## config.mk

```make
export PLATFORM = sky130hd
export DESIGN_NAME = uart_hex_frame_ctrl
export DESIGN_NICKNAME = d
export VERILOG_FILES = /design/src/rtl/uart_hex_frame_ctrl.sv
export SDC_FILE = /design/constraint.sdc
export NUM_CORES = 1
export LEC_CHECK = 0
export CORE_UTILIZATION = 40
export DETAILED_ROUTE_END_ITERATION = 8
export HOLD_SLACK_MARGIN = 0.12
export SLEW_MARGIN = 20
export SYNTH_ARGS = -nofsm -noshare
export SYNTH_HDL_FRONTEND = slang
export SYNTH_SLANG_ARGS = --single-unit
```

## constraint.sdc

```tcl
create_clock -name clk -period 4.8 [get_ports clk]
set_clock_uncertainty 0.1 [all_clocks]
set_input_delay 0.72 -clock clk [delete_from_list [all_inputs] [get_ports clk]]
set_output_delay 0.72 -clock clk [all_outputs]
set_load 0.1 [all_outputs]
```

## src/rtl/uart_hex_frame_ctrl.sv

```systemverilog
// uart_hex_frame_ctrl: turns '\n'-terminated ASCII-hex lines from the UART
// receiver into framed binary packets on a valid/ready stream. Bad, odd,
// oversized, stalled or overlapping lines are dropped and flagged on err_pulse.
module uart_hex_frame_ctrl #(
   parameter int unsigned MAX_LEN = 64,
   parameter int unsigned TIMEOUT = 1000000
) (
   input  logic       clk,
   input  logic       rstn,
   input  logic       rx_byte_en,
   input  logic [7:0] rx_byte,
   output logic       frm_valid,
   input  logic       frm_ready,
   output logic [7:0] frm_data,
   output logic       frm_last,
   output logic [7:0] frm_len,
   output logic       err_pulse,
   output logic [2:0] err_code
);

   localparam int unsigned CW    = $clog2(MAX_LEN + 1);
   localparam int unsigned DEPTH = 1 << CW;

   localparam logic [2:0] E_BADCHAR  = 3'd1;
   localparam logic [2:0] E_ODD      = 3'd2;
   localparam logic [2:0] E_OVERFLOW = 3'd3;
   localparam logic [2:0] E_TIMEOUT  = 3'd4;
   localparam logic [2:0] E_BUSY     = 3'd5;

   typedef enum logic [1:0] {IDLE, COLLECT, DROP, SEND} state_t;

   state_t          state, state_n;
   logic [7:0]      mem [DEPTH];
   logic [CW-1:0]   wcnt, rcnt;
   logic [3:0]      hi_nib, nib;
   logic            half, busy_seen;
   logic [7:0]      len;
   logic [31:0]     tcnt;
   logic            is_hex, is_ws, is_eol, tout_hit, buf_full;
   logic            err_n, ld_hi, clr_w, wr_byte, ld_len, adv_r, set_busy;
   logic [2:0]      code_n;

   // Classify the incoming character and decode its nibble value
   always_comb begin
      is_hex = 1'b0;
      nib    = '0;
      if (rx_byte >= 8'h30 && rx_byte <= 8'h39) begin
         is_hex = 1'b1;
         nib    = rx_byte[3:0];
      end else if ((rx_byte >= 8'h41 && rx_byte <= 8'h46) ||
                   (rx_byte >= 8'h61 && rx_byte <= 8'h66)) begin
         is_hex = 1'b1;
         nib    = rx_byte[3:0] + 4'd9;
      end
      is_ws  = (rx_byte == 8'h20) || (rx_byte == 8'h09) || (rx_byte == 8'h0D);
      is_eol = (rx_byte == 8'h0A);
   end

   assign tout_hit = (tcnt >= 32'(TIMEOUT - 1));
   assign buf_full = (wcnt == CW'(MAX_LEN));

   // State register
   always_ff @(posedge clk or negedge rstn) begin
      if (!rstn) state <= IDLE;
      else       state <= state_n;
   end

   // Next-state, error selection and datapath strobes
   always_comb begin
      state_n  = state;
      err_n    = 1'b0;
      code_n   = '0;
      ld_hi    = 1'b0;
      clr_w    = 1'b0;
      wr_byte  = 1'b0;
      ld_len   = 1'b0;
      adv_r    = 1'b0;
      set_busy = 1'b0;
      case (state)
         IDLE: begin
            if (rx_byte_en) begin
               if (is_hex) begin
                  ld_hi   = 1'b1;
                  clr_w   = 1'b1;
                  state_n = COLLECT;
               end else if (!is_ws && !is_eol) begin
                  err_n   = 1'b1;
                  code_n  = E_BADCHAR;
                  state_n = DROP;
               end
            end
         end
         COLLECT: begin
            if (rx_byte_en) begin
               if (is_hex) begin
                  if (half) begin
                     wr_byte = 1'b1;
                  end else if (buf_full) begin
                     err_n   = 1'b1;
                     code_n  = E_OVERFLOW;
                     state_n = DROP;
                  end else begin
                     ld_hi = 1'b1;
                  end
               end else if (is_eol) begin
                  if (half) begin
                     err_n   = 1'b1;
                     code_n  = E_ODD;
                     state_n = IDLE;
                  end else begin
                     ld_len  = 1'b1;
                     state_n = SEND;
                  end
               end else if (!is_ws) begin
                  err_n   = 1'b1;
                  code_n  = E_BADCHAR;
                  state_n = DROP;
               end
            end else if (tout_hit) begin
               err_n   = 1'b1;
               code_n  = E_TIMEOUT;
               state_n = IDLE;
            end
         end
         DROP: begin
            if (rx_byte_en) begin
               if (is_eol) state_n = IDLE;
            end else if (tout_hit) begin
               state_n = IDLE;
            end
         end
         SEND: begin
            if (rx_byte_en && !busy_seen) begin
               err_n    = 1'b1;
               code_n   = E_BUSY;
               set_busy = 1'b1;
            end
            if (frm_ready) begin
               if (frm_last) state_n = IDLE;
               else          adv_r   = 1'b1;
            end
         end
         default: state_n = IDLE;
      endcase
   end

   // Counters, nibble holding register, frame length, idle timer and error outputs
   always_ff @(posedge clk or negedge rstn) begin
      if (!rstn) begin
         hi_nib    <= '0;
         half      <= 1'b0;
         wcnt      <= '0;
         rcnt      <= '0;
         len       <= '0;
         busy_seen <= 1'b0;
         tcnt      <= '0;
         err_pulse <= 1'b0;
         err_code  <= '0;
      end else begin
         if (ld_hi) begin
            hi_nib <= nib;
            half   <= 1'b1;
            if (clr_w) wcnt <= '0;
         end
         if (wr_byte) begin
            wcnt <= wcnt + CW'(1);
            half <= 1'b0;
         end
         if (ld_len) begin
            len       <= 8'(wcnt);
            rcnt      <= '0;
            busy_seen <= 1'b0;
         end
         if (adv_r)    rcnt      <= rcnt + CW'(1);
         if (set_busy) busy_seen <= 1'b1;
         if (rx_byte_en || state == IDLE || state == SEND) tcnt <= '0;
         else if (tcnt != '1)                              tcnt <= tcnt + 32'd1;
         err_pulse <= err_n;
         if (err_n) err_code <= code_n;
      end
   end

   // Frame buffer write on the low nibble of each pair
   always_ff @(posedge clk) begin
      if (wr_byte) mem[wcnt] <= {hi_nib, nib};
   end

   assign frm_valid = (state == SEND);
   assign frm_data  = frm_valid ? mem[rcnt] : '0;
   assign frm_last  = frm_valid && (8'(rcnt) == (len - 8'd1));
   assign frm_len   = len;

endmodule

```

==> out/qor.csv, run 1 <==
metric,value,unit
status,finished clean,
hpwl,68.8,mm
post-place-ws,0.153,ns
wl,110,mm
timing.final.ws_setup,0.0510,ns
synth_cell_type_count,66,
end_kind,output port,
grt_antenna_before_repair,0,
hold_violations,0,
yosysSeqAreaShare,74.2,%
via_count,23500,
chipHeight,332,um
cts.sinks,1089,
drt_pass1_iterations,5,
required,3.98,ns
first_iter_violations,2551,
antenna_left,0,
clock_path_buffers,3,
hp-class,in2async,
wl_per_cell,26.7,um
htree_num_levels,3,
fmax,211,MHz
nets,2649,
finalCriticalPeriod,4.75,ns
synth_area_leader_cell,edfxtp_1,
gp_congestion,0.850,
worst-setup-path-type,reg2out,
cts_buffers,108,
grt_pass1_wl,163,mm
netlist.area_leader.share,70.5,%
syn_area,43600,um^2
core_area,108000,um^2
slew_violations,0,
numPortBuffers,32,
start_util,40.5,%
clk_pin_slew_worst_paths,0.07,ns
worst_ep_arrival_time,3.93,ns
synth-main-ff-cell,edfxtp_1,
synth_warnings,0,
worst-path-max-fanout,39,
die_area,110000,um^2
clk_root_buffer_cell,clkbuf_16,
hold_ws,0.354,ns
setup_viol,0,
crit_path_start_kind,register,
grt_overflow,0,
slew_headroom,31.5,%
clock_latency,0.69,ns
antennaDiodeCount,0,
syn_nets,2433,
drc,0,
tritoncts,done,
power.density,467,nW/um^2
grt.total_usage,20.0,%
rows,120,
via_per_inst,5.71,
grt_pass1_vias,23700,
cap_violations,0,
synth_edf_count,1024,
finalCritPeriodShare,98.9,%
syn_to_final_growth,16.7,%
grt_max_degree,129,
peakVddDrop,0.319,mV
die_x,332,um
syn_inst,2411,
leakagePower,0.0161,uW
drive_gt1_share,25.0,%
synth.avg_cell_area,18.1,um^2
yosys-top-cells-area,"edfxtp_1 70%, mux4_2 8.9%, dfrtp_1 3.7%, mux2i_1 3.2%, nor2_1 1.7%",
ioPinCount,34,
rsz0062_at_grt,no,
async_flop_share,5.97,%
worst_pin_slew,1.02,ns
fin_util,47.3,%
fillers,8772,
synth_seq_cells,1089,
setup_tns,0,ns
-- cell usage after synthesis (all sizes together), types with 20 or more instances --
cell type and count:
a211oi 36, mux2 64, dfrtp 65, xor2 26, nand3 71, o22ai 52
o221ai 32, a21oi 48, nand2 68, edfxtp 1024, o31ai 28, nor2 203
mux2i 139, o21ai 38, clkbuf 89, nand4 20, buf 56, mux4 172
-- final timing paths --
check                          start          end  slack, ns  depth (start not counted)
setup reg to reg            state[0]   mem[23][5]       1.69                          6
hold reg to reg            busy_seen    busy_seen       0.40                          2
hold / removal                  rstn      tcnt[4]       0.35                          2
max in group asynchronous       rstn    hi_nib[3]       3.19                          3
setup / recovery             rcnt[2]  frm_data[1]       0.05                         10
min in group clk           busy_seen    busy_seen       0.40                          2
-- cell usage in the layout, fill, tap and decap left out, types with 8 or more instances in the layout --
cell type	instances
a211oi_1	36
a21oi_1	48
a22o_1	8
a22oi_1	12
buf_12	31
buf_4	195
bufinv_16	17
clkbuf_1	8
clkbuf_16	111
clkdlybuf4s50_1	22
clkinv_1	18
clkinv_2	30
dfrtp_1	57
edfxtp_1	1024
ha_1	10
inv_1	14
mux2_2	64
mux2i_1	139
mux4_2	172
nand2_1	66
nand3_1	69
nand4_1	19
nor2_1	199
nor3_1	12
o21ai_0	36
o221ai_1	32
o22ai_1	52
o31ai_1	28
or3_1	12
xnor2_1	15
xor2_1	26
-- worst max-delay path, stage by stage, from the launching register on --
cell	delay, ns
dfrtp_1	0.59
buf_4	0.30
nand3b_1	0.17
buf_12	0.25
o221ai_1	0.25
a211oi_1	0.45
a21oi_1	0.19
a22o_1	0.27
nand2_1	0.17
nand3_1	0.25
buf_12	0.25
-- flip-flops by register name, indices dropped and copies added (netlist names) --
name / flops
wcnt: 7
hi_nib: 4
err_pulse: 1
frm_len: 7
mem: 1024
rcnt: 7
tcnt: 32
err_code: 3
half: 1
state: 2
busy_seen: 1
-- report_power, final --
part | internal [uW] | switching (uW) | leakage (uW)
clock network | 5150 | 3600 | 0.00182
registers | 10500 | 165 | 0.00962
logic | 1930 | 2480 | 0.00468
total | 17500 | 6250 | 0.0161
-- per-stage QoR --
stage / std cells / area [um^2] / total power, uW
6_report: 4122 / 50900 / 23800
2_1_floorplan: 2411 / 43600 / 13800
5_1_grt: 4122 / 50900 / 24500
4_1_cts: 4122 / 50900 / 24000
3_5_place_dp: 3914 / 47100 / 15200
3_3_place_gp: 3914 / 47100 / 15100
-- final cells by class --
type	count	area [um^2]	area share, %
repair buffers	251	2350	4.61
multi-input cells	1162	10600	20.9
flip-flops and latches	1089	32400	63.6
clock inverters	83	900	1.77
inverters	15	58.8	0.116
well taps	1403	1760	3.45
clock buffers	119	2810	5.51
-- logic make-up after synthesis --
group           count (synthesis)  share of synthesized area (%)
flops                        1089                           74.2
other cells                     1                        0.00860
simple gates                  448                           4.82
fa+ha+maj                      10                          0.287
xor+xnor                       41                          0.823
mux                           375                           13.7
buf+inv                       160                           1.57
compound gates                287                           4.55
-- layer usage --
metal  global-route usage [%]  routed length [um]  share of wire [%]  vias to the layer above
met2                     32.2               52700                 48                     1026
met1                     27.8               46100                 42                    12200
met3                     3.21                8250                7.5                      159
met5                        0                   0                  0                        -
li1                         -                   -                  -                    10200
met4                     6.33                3020                2.7                        0
-- what timing repair did --
action / in CTS / in global routing
setup endpoints to repair: 8 / 0
setup buffers: 5 / 0
hold endpoints to repair: 12 / 0
hold buffers: 1 / 0
gates resized for setup: 5 / 0
(Power assumes the default switching activity.)
==> run 2: changes to the inputs <==
- ABC_AREA: not set -> 0
==> results of run 2 <==
Final layout, timing and power as in run 1 (identical DEF).
==> run 3: changes to the inputs <==
- clock period: 4.8 -> 4.53 ns (I/O delays scaled with it)
==> run 3 against run 2 <==
Net effect: flip-flop and latch count unchanged; via count increased by 0.51%; non-clock buffer count increased by 8.
==> out/qor.csv, run 3 (synthesized netlist as in run 1, its figures left out) <==
metric,value,unit
grt_pass1_vias,23600,
largest_reg_flops,1024,
largest_registers,"mem (1024), tcnt (32)",
worst-setup-path-type,reg2out,
grt.total_usage,20.2,%
start_util,40.5,%
grt_pass1_wl,164,mm
finalCritPeriodShare,99.2,%
cts.sinks,1089,
drive_gt1_share,24.9,%
syn_to_final_growth,16.5,%
drc,0,
chipHeight,332,um
via_per_inst,5.74,
clk_pin_slew_worst_paths,0.06,ns
wl,112,mm
grt_antenna_before_repair,0,
post-place-ws,0.244,ns
cap_violations,0,
clock_path_buffers,3,
drt_pass1_iterations,6,
numPortBuffers,32,
htree_num_levels,3,
tritoncts,done,
fin_util,47.2,%
grt_overflow,0,
crit_path_start_kind,register,
setup_viol,0,
setup_tns,0,ns
power.density,487,nW/um^2
via_count,23700,
gp_congestion,0.861,
final_cell_area,50800,um^2
clock_latency,0.67,ns
worst-path-max-fanout,35,
layout_common_cells,"1024 x edfxtp_1, 199 x nor2_1, 199 x buf_4",
rsz0062_at_grt,yes,
die_area,110000,um^2
ioPinCount,34,
status,finished clean,
layout_commonest_cell,edfxtp_1,
fillers,8928,
die_x,332,um
antenna_left,0,
slew_headroom,29.2,%
slew_violations,0,
timing.final.ws_setup,0.0351,ns
fmax,222,MHz
hpwl,69.4,mm
place_area,47100,um^2
clk_root_buffer_cell,clkbuf_16,
nets,2653,
top_register,mem,
core_area,108000,um^2
required,3.75,ns
wl_per_cell,27.1,um
worst_pin_slew,1.06,ns
end_kind,output port,
finalCriticalPeriod,4.49,ns
hp-class,reg2reg,
peakVddDrop,0.314,mV
grt_max_degree,74,
rows,120,
finalPower,24800,uW
worst_ep_arrival_time,3.72,ns
cts_buffers,104,
first_iter_violations,2304,
hold_violations,0,
leakagePower,0.0161,uW
==> run 3: worst max-delay path, cell delays in order (launching register included) <==
cell,delay [ns]
dfrtp_2,0.61
nor2b_4,0.71
buf_12,0.33
a21oi_1,0.18
a21oi_1,0.33
a22o_1,0.18
nand2_1,0.17
nand3_1,0.29
buf_12,0.21
==> run 3: path summary, 6_finish.rpt <==
kind / cells past startpoint / start / endpoint / slack [ns]
min in group asynchronous: 2 / rstn / tcnt[17] / 0.47
hold / removal: 2 / busy_seen / busy_seen / 0.38
hold reg to reg: 2 / busy_seen / busy_seen / 0.38
setup reg to reg: 6 / state[0] / mem[72][6] / 1.52
setup / recovery: 8 / rcnt[3] / frm_data[4] / 0.04
max in group asynchronous: 3 / rstn / hi_nib[0] / 3.12
==> run 3: area by class of cell <==
class	count	area (um^2)	area share [%]
antenna	1	2.50	0.00492
clock buffer	122	2690	5.29
clock inverter	70	747	1.47
inverter	15	56.3	0.111
multi-input combinational	1162	10700	21.0
sequential	1089	32400	63.7
tap	1403	1760	3.45
timing repair buffer	259	2510	4.94
==> run 3: power by group <==
group	internal [uW]	switching [uW]
clock network	5050	3720
logic	2050	2660
registers	11100	173
total	18200	6550
==> run 3: per-layer routing <==
| metal | GRT usage, % | wire length [um] | up-vias |
|---|---|---|---|
| met1 | 28.4 | 47400 | 12300 |
| li1 | - | - | 10200 |
| met5 | 0 | 0 | - |
| met3 | 3.40 | 8330 | 173 |
| met4 | 6.59 | 2940 | 0 |
| met2 | 31.9 | 53100 | 996 |
==> run 3: metrics by stage <==
stage	cells	hold WS [ns]
after floorplan	2411	0.284
after global placement	3919	0.360
after detailed placement	3919	0.367
after CTS	4119	0.380
after global routing	4120	0.408
final	4121	0.380
==> run 3: what timing repair did <==
item                       4_1_cts  5_1_grt
setup buffers                    5        0
setup endpoints to repair        8        4
hold endpoints to repair         1        0
hold buffers                     1        0
gates cloned                     2        0
pin swaps                        0        1
gates resized for setup         12        5
